===== src/rtl/pdm_cic_decimator.sv =====
// PDM microphone front end: generates MIC_CLK, captures MIC_DAT on the falling
// MIC_CLK edge, runs a 3rd-order CIC decimator and hands 16-bit PCM samples to
// the SPI readout stage through a one-deep valid/ready holding register.
//
// Ports:
//   CLK_MCO      master clock, clocks every register
//   RST          asynchronous active-high reset
//   EN           enable; low holds the block idle and cleared
//   MIC_DAT      PDM data from the microphone
//   MIC_CLK      PDM bit clock, 50% duty, period 2*CLK_DIV
//   SAMPLE       signed 16-bit PCM sample
//   SAMPLE_VALID SAMPLE holds an unconsumed sample
//   SAMPLE_READY consumer accepts SAMPLE when VALID and READY are high
//   OVERRUN      sticky, a sample was overwritten before acceptance
//   OVR_CLR      synchronous clear of OVERRUN
module pdm_cic_decimator #(
    parameter int CLK_DIV = 2,
    parameter int DECIM   = 64,
    parameter int OUT_W   = 16
) (
    input  logic             CLK_MCO,
    input  logic             RST,
    input  logic             EN,
    input  logic             MIC_DAT,
    output logic             MIC_CLK,
    output logic [OUT_W-1:0] SAMPLE,
    output logic             SAMPLE_VALID,
    input  logic             SAMPLE_READY,
    output logic             OVERRUN,
    input  logic             OVR_CLR
);

    localparam int LOG2D = $clog2(DECIM);
    localparam int W     = 3 * LOG2D + 1;
    localparam int SHIFT = W - OUT_W;

    localparam logic [7:0]       DIV_LAST = 8'(CLK_DIV - 1);
    localparam logic [LOG2D-1:0] BIT_LAST = LOG2D'(DECIM - 1);
    localparam logic [W-1:0]     MIN_VAL  = {1'b1, {(W-1){1'b0}}};

    // clock divider
    logic [7:0] div_cnt;
    logic       div_tc;
    logic       cap;

    assign div_tc = (div_cnt == DIV_LAST);
    assign cap    = div_tc && MIC_CLK;

    always_ff @(posedge CLK_MCO or posedge RST) begin
        if (RST) begin
            div_cnt <= '0;
            MIC_CLK <= 1'b0;
        end else if (!EN) begin
            div_cnt <= '0;
            MIC_CLK <= 1'b0;
        end else if (div_tc) begin
            div_cnt <= '0;
            MIC_CLK <= ~MIC_CLK;
        end else begin
            div_cnt <= div_cnt + 8'd1;
        end
    end

    // capture on MIC_CLK 1->0
    logic tick;
    logic pdm_bit;

    always_ff @(posedge CLK_MCO or posedge RST) begin
        if (RST) begin
            tick    <= 1'b0;
            pdm_bit <= 1'b0;
        end else if (!EN) begin
            tick    <= 1'b0;
            pdm_bit <= 1'b0;
        end else begin
            tick <= cap;
            if (cap) begin
                pdm_bit <= MIC_DAT;
            end
        end
    end

    // integrators, wrapping modulo 2^W
    logic [W-1:0]     integ1;
    logic [W-1:0]     integ2;
    logic [W-1:0]     integ3;
    logic [W-1:0]     x;
    logic [LOG2D-1:0] bit_cnt;
    logic             comb_go;

    assign x = pdm_bit ? W'(1) : {W{1'b1}};

    always_ff @(posedge CLK_MCO or posedge RST) begin
        if (RST) begin
            integ1  <= '0;
            integ2  <= '0;
            integ3  <= '0;
            bit_cnt <= '0;
            comb_go <= 1'b0;
        end else if (!EN) begin
            integ1  <= '0;
            integ2  <= '0;
            integ3  <= '0;
            bit_cnt <= '0;
            comb_go <= 1'b0;
        end else begin
            comb_go <= tick && (bit_cnt == BIT_LAST);
            if (tick) begin
                integ1  <= integ1 + x;
                integ2  <= integ2 + integ1;
                integ3  <= integ3 + integ2;
                bit_cnt <= bit_cnt + LOG2D'(1);
            end
        end
    end

    // combs, run once per frame
    logic [W-1:0]        d1;
    logic [W-1:0]        d2;
    logic [W-1:0]        d3;
    logic [W-1:0]        c1;
    logic [W-1:0]        c2;
    logic [W-1:0]        c3;
    logic signed [W-1:0] y_q;
    logic                y_top;
    logic                out_go;

    assign c1 = integ3 - d1;
    assign c2 = c1 - d2;
    assign c3 = c2 - d3;

    // The full-scale results +2^(W-1) and -2^(W-1) alias in W bits. They
    // only occur for an all-ones or all-zeros window, so the most recent
    // PDM bit tells them apart.
    always_ff @(posedge CLK_MCO or posedge RST) begin
        if (RST) begin
            d1     <= '0;
            d2     <= '0;
            d3     <= '0;
            y_q    <= '0;
            y_top  <= 1'b0;
            out_go <= 1'b0;
        end else if (!EN) begin
            d1     <= '0;
            d2     <= '0;
            d3     <= '0;
            y_q    <= '0;
            y_top  <= 1'b0;
            out_go <= 1'b0;
        end else begin
            out_go <= comb_go;
            if (comb_go) begin
                d1    <= integ3;
                d2    <= c1;
                d3    <= c2;
                y_q   <= c3;
                y_top <= (c3 == MIN_VAL) && pdm_bit;
            end
        end
    end

    // scaling
    logic [OUT_W-1:0] scaled;

    always_comb begin
        scaled = OUT_W'(y_q >>> SHIFT);
        if (y_top) begin
            scaled = {1'b0, {(OUT_W-1){1'b1}}};
        end
    end

    // warm-up: drop the first three comb outputs
    logic [1:0] warm;
    logic       load;

    assign load = out_go && (warm == 2'd3);

    always_ff @(posedge CLK_MCO or posedge RST) begin
        if (RST) begin
            warm <= '0;
        end else if (!EN) begin
            warm <= '0;
        end else if (out_go && (warm != 2'd3)) begin
            warm <= warm + 2'd1;
        end
    end

    // holding register and handshake
    always_ff @(posedge CLK_MCO or posedge RST) begin
        if (RST) begin
            SAMPLE       <= '0;
            SAMPLE_VALID <= 1'b0;
            OVERRUN      <= 1'b0;
        end else if (!EN) begin
            SAMPLE       <= '0;
            SAMPLE_VALID <= 1'b0;
            OVERRUN      <= 1'b0;
        end else begin
            if (load) begin
                SAMPLE       <= scaled;
                SAMPLE_VALID <= 1'b1;
            end else if (SAMPLE_VALID && SAMPLE_READY) begin
                SAMPLE_VALID <= 1'b0;
            end
            // set has priority over clear
            if (load && SAMPLE_VALID && !SAMPLE_READY) begin
                OVERRUN <= 1'b1;
            end else if (OVR_CLR) begin
                OVERRUN <= 1'b0;
            end
        end
    end

endmodule

===== config.mk =====
export PLATFORM = sky130hd
export DESIGN_NAME = pdm_cic_decimator
export DESIGN_NICKNAME = d
export VERILOG_FILES = /design/src/rtl/pdm_cic_decimator.sv
export SDC_FILE = /design/constraint.sdc
export NUM_CORES = 1
export LEC_CHECK = 0
export BUFFER_PORTS_ARGS = -buffer_cell sky130_fd_sc_hd__clkbuf_2
export CAP_MARGIN = 20
export CORE_MARGIN = 3
export CORE_UTILIZATION = 59
export CTS_BUF_LIST = sky130_fd_sc_hd__clkbuf_8
export CTS_CLUSTER_DIAMETER = 120
export DETAILED_ROUTE_END_ITERATION = 16
export PLACE_DENSITY_LB_ADDON = 0.15
export SETUP_SLACK_MARGIN = 0.5
export SKIP_CTS_REPAIR_TIMING = 1
export SLEW_MARGIN = 20
export SYNTH_ARGS = -nofsm -noshare
export SYNTH_HDL_FRONTEND = slang
export SYNTH_SLANG_ARGS = --single-unit

===== constraint.sdc =====
create_clock -name CLK_MCO -period 5.6 [get_ports CLK_MCO]
set_input_delay 1.12 -clock CLK_MCO [delete_from_list [all_inputs] [get_ports CLK_MCO]]
set_output_delay 1.12 -clock CLK_MCO [all_outputs]
set_load 0.005 [all_outputs]

Word-level counts from Yosys, hierarchy flattened --
Index checks and enable logic that the tools add are counted.
Storage, ports and cells: word-level logic and storage cells 90, flip-flop bits (word level) 173
Operators by class: reductions and logical operators 9, bitwise gates (word level) 1, muxes and demuxes 39, equal/unequal tests 13, $add $sub $neg 9
Operators with widths (number):
- $mux 19 | 15
- $add 19x19->19 | 3
- $sub 19x19->19 | 3
- $mux 16 | 3
- $eq 19x19->1 const B | 1
- $mux 8 | 2
- $mux 1 | 15
- $mux 6 | 2
- $ne 2x1->1 const B | 6
- $add 8x1->8 const B | 1
- $eq 8x1->1 const B | 1
- $logic_and 1x1->1 | 8
- $add 6x1->6 const B | 1
- $eq 6x6->1 const B | 1
- $ne 3x1->1 const B | 2
- $mux 2 | 2
- $add 2x1->2 const B | 1
- $eq 2x2->1 const B | 1
- $ne 2x2->1 const B | 1
- $logic_not 1->1 | 1
- $not 1->1 | 1

Depth between registers and ports, before layout --
depth after elaboration 7, gate-level depth with buffers 29, gate-level depth less buffers 29

Least setup slack after synthesis --
OpenSTA, ideal clock, no wires.
path kind register -> register, from register integ3[5], to register y_top, period minus slack after synthesis 5.487 ns, arrival time 5.410 ns, cell stages (with the launch flop) 28, path slack 0.113 ns, path buffers 0, path through dfrtp_1 ha_1 a21o_1 or3_1 o2111ai_1 nand2_1 a21o_1 a21o_1 a21oi_1 xnor2_1 ha_1 nand3_1 nor2_1 nand3_1 a211oi_1 nor2_1 nand2_1 xor2_1 ha_1 nor2_1 o2bb2ai_1 a31oi_1 a21o_1 a21oi_1 xnor2_1 or4_1 or4b_1 o21ai_1
On the way: longest elaborated chain between the ends 7
RTL lines:
- start: declaration | RTL line 86 | logic [W-1:0] integ3;
- start signal: assignment | RTL line 111 | integ3 <= integ3 + integ2;
- $sub 19x19->19 | RTL line 128 | assign c1 = integ3 - d1;
- $sub 19x19->19 | RTL line 129 | assign c2 = c1 - d2;
- $sub 19x19->19 | RTL line 130 | assign c3 = c2 - d3;
- $eq 19x19->1 | RTL line 157 | y_top <= (c3 == MIN_VAL) && pdm_bit;
- $logic_and 1x1->1 | RTL line 157
- $mux 1 | RTL line 152 | if (comb_go) begin
- $mux 1 | RTL line 143 | end else if (!EN) begin
- end signal: assignment | RTL line 157
- end: declaration | RTL line 125 | logic y_top;
No other way between the ends. The select of a mux whose other input is x is not followed. A chain may end at the register's enable or synchronous reset.

Final worst setup path --
from register d1[0], to register y_top
On the way: longest elaborated chain between the ends 7
RTL lines:
- start: declaration | RTL line 118 | logic [W-1:0] d1;
- start signal: assignment | RTL line 153 | d1 <= integ3;
- $sub 19x19->19 | RTL line 128
- $sub 19x19->19 | RTL line 129
- $sub 19x19->19 | RTL line 130
- $eq 19x19->1 | RTL line 157
- $logic_and 1x1->1 | RTL line 157
- $mux 1 | RTL line 152
- $mux 1 | RTL line 143
No other way between the ends. The select of a mux whose other input is x is not followed.

==> results.md <==
* Status: completed
* Placer's final routability congestion estimate at 0.850
* Synth Flop Type: dfrtp_1
* Pins Over Slew Limit at 0
* Clock Tree Root: clkbuf_8
* Iteration-0 DRC Markers at 310
* Most frequent cells in the layout: 208 x nor2_1, 167 x dfrtp_1, 104 x ha_1
* # nets final at between 1000 and 1500
* WL per Instance at between 10 and 15 microns
* Leading area contributor after synthesis: dfrtp_1
* Clock buffer depth at 2
* Critical path class: reg -> reg
* Pin count of the biggest net entering global routing at ~170
* Critical Path Sink Type: flop
* Die X at 147 microns
* Global-route wire length before repair at approximately 39 mm
* Multi-input gate area at 7240 sq um
* ANT nets after route at 0
* CTS Sinks at 170
* Final Hold Viols at 0
* Io pins at 25
* Crit path DAT at between 5000 and 6000 ps
* Sequential cell area at about 4300 sq um
* Starting density of the core at roughly three fifths
* Sequential fraction of the synthesis area at a little over a third
* Hold slack at slightly below 500 ps
* Seq cells post-synth at 170
* Antenna violations before repair at 0
* Layout area overhead at 10.8%
* Syn_area_per_cell at between 9 and 10 sq um
* Die ar. at 21500 sq um
* Pwr dens at 264 nW/um^2
* Min-Delay Path Class: reg -> reg
* Layout Skew at 20.8 ps
* # DRC at 0
* Core area at around 19000 sq um
* Vias in the first global route at ~8800
* P_leak at between 0.006 and 0.007 uW
* Share of layout cells above drive strength 1 at 11.1%
* DR pass1 iterations at 5
* Mapped Area at approximately 12000 sq um
* Final WL at 23.1 mm
* Overflow left after global routing at 0
* Relative slew slack at 31.0%
* Final min period at between 5000 and 6000 ps
* Max VDD drop at 176 uV
* PortBufs at 24
* Post-layout util at between 60% and 70%
* Core Rows at 50
* Via count at 8972
* ANT cells at 0
* RSZ-0062 raised after global routing: true
* Top cell type's share of synthesized area at between 30% and 40%
* Fmax at between 0.15 and 0.2 GHz
* Cells after Synth at between 1000 and 1500
* Post-DP HPWL at ~15 mm
* Crit-path max FO at 5
* Die H at between 100 and 150 microns
* CP required at between 5000 and 6000 ps
* Post-synth EDFFs at 0
* H-tree levels at 4
* Synthesis Warnings at 0
* Vias per cell at approximately 5.6
* CTS tree: built
* Worst-Margin Slew at 1040 ps
* Crit start category: flop
* Clk Latency, worst-skew pair at ~460 ps
* Filler cells at between 1500 and 2000
* Total GRT Usage at between 20% and 30%
* Library cells used by synthesis at between 50 and 60
* Number of CTS-inserted buffers at 17
* Synth async-reset ratio at 100%
* Final period utilization at between 90% and 100%
* Synth top area cells: dfrtp_1 36%, ha_1 12%, mux2i_1 8.2%, nor2_1 6.8%, xnor2_1 5.0%
* Max-Cap Viols at 0
* Commonest non-fill, non-tap cell in the layout: nor2_1
* Endpoints failing setup at 0
* Mapped Nets at roughly 1400
* Clock transition at the registers of the reported paths at 100 ps
[final timing paths]
path	startpoint	endpoint	slack, ps	cells past startpoint
max	d1[0]	y_top	50	25
min	SAMPLE[8]	SAMPLE[8]	480	2
max reg2reg	d1[0]	y_top	50	25
min reg2reg	SAMPLE[8]	SAMPLE[8]	480	2
max in group asynchronous	RST	comb_go	3980	3
min in group asynchronous	RST	integ1[15]	900	3
[cell families after synthesis]
logic type,after synthesis,synth area share (%)
buffers and inverters,126,4.06
xor gates and xnor gates,104,7.81
adders and majority gates,117,12.9
and+or+nand+nor,388,14.9
muxes,96,8.24
AOI/OAI and AO/OA,285,15.6
DFF,170,36.5
[flip-flops by register name, indices dropped and copies added (netlist names)]
register      count
SAMPLE_VALID      1
warm              2
div_cnt           8
d3               19
integ3           19
d1               19
OVERRUN           1
SAMPLE           16
out_go            1
comb_go           1
integ1           19
bit_cnt           6
integ2           19
d2               19
y_q              16
pdm_bit           1
tick              1
MIC_CLK           1
y_top             1
[critical path: stages, from the launching register on]
cell	delay, ps
dfrtp_1	400
ha_1	220
fa_2	360
nand2b_4	160
a21oi_4	170
nor2_1	90
xnor2_2	150
ha_2	220
or3_4	340
o221a_4	260
o21ai_2	130
nand2b_1	80
a21oi_2	170
o21bai_1	100
a21oi_1	180
xnor2_1	170
ha_1	290
buf_6	130
buf_4	140
a21oi_2	140
nand2_1	100
a31o_4	230
xor2_1	150
or4_1	500
or4b_1	470
o21ai_1	120
[cell type report]
class	count	share of cell area, %
flip-flops and latches	170	33.0
repair buffers	55	2.86
clock buffers	17	1.81
multi-input cells	990	56.0
inverters	88	2.60
clock inverters	15	1.27
well taps	260	2.52
[metrics by stage]
| stage | setup WS (ps) | TNS, ps | instances | area, sq um | total power, uW |
|---|---|---|---|---|---|
| 2_1_floorplan | 308 | 0 | 1286 | 11700 | 2110 |
| 3_3_place_gp | 77.6 | 0 | 1548 | 12200 | 2320 |
| 3_5_place_dp | -50.7 | -50.7 | 1548 | 12200 | 2340 |
| 4_1_cts | -88.3 | -88.3 | 1580 | 12600 | 3220 |
| 5_1_grt | -250 | -250 | 1595 | 12900 | 3610 |
| 6_report | 53.0 | 0 | 1595 | 12900 | 3420 |
[synthesized netlist by cell type, types with 8 or more instances]
library cell  count
a211oi_1         10
a21o_1           36
a21oi_1          90
a22o_1            9
a311oi_1          8
a31oi_1          13
and2_1            8
and3_1           17
buf_1            14
clkbuf_1         24
dfrtp_1         170
ha_1            111
inv_1            88
mux2i_1          96
nand2_1          60
nand2b_1         12
nand3_1          19
nor2_1          212
nor2b_1           9
nor3_1           15
o21a_1           13
o21ai_0          53
o21bai_1         17
or3_1            13
xnor2_1          66
xor2_1           38
[metal layers]
layer | GRT usage (%) | part of all wire (%) | vias to the layer above
met1 | 26.0 | 46 | 4242
met5 | 0 | 0 | -
met2 | 37.9 | 50 | 120
met4 | 6.77 | 2.4 | 0
li1 | - | - | 4575
met3 | 3.51 | 2.4 | 35
[report_power, final]
group | switching, uW | internal (uW) | total [uW]
registers | 16.3 | 1240 | 1260
clock network | 475 | 403 | 878
logic | 682 | 603 | 1280
total | 1170 | 2250 | 3420
No activity file was read; power rests on OpenSTA's default activity.
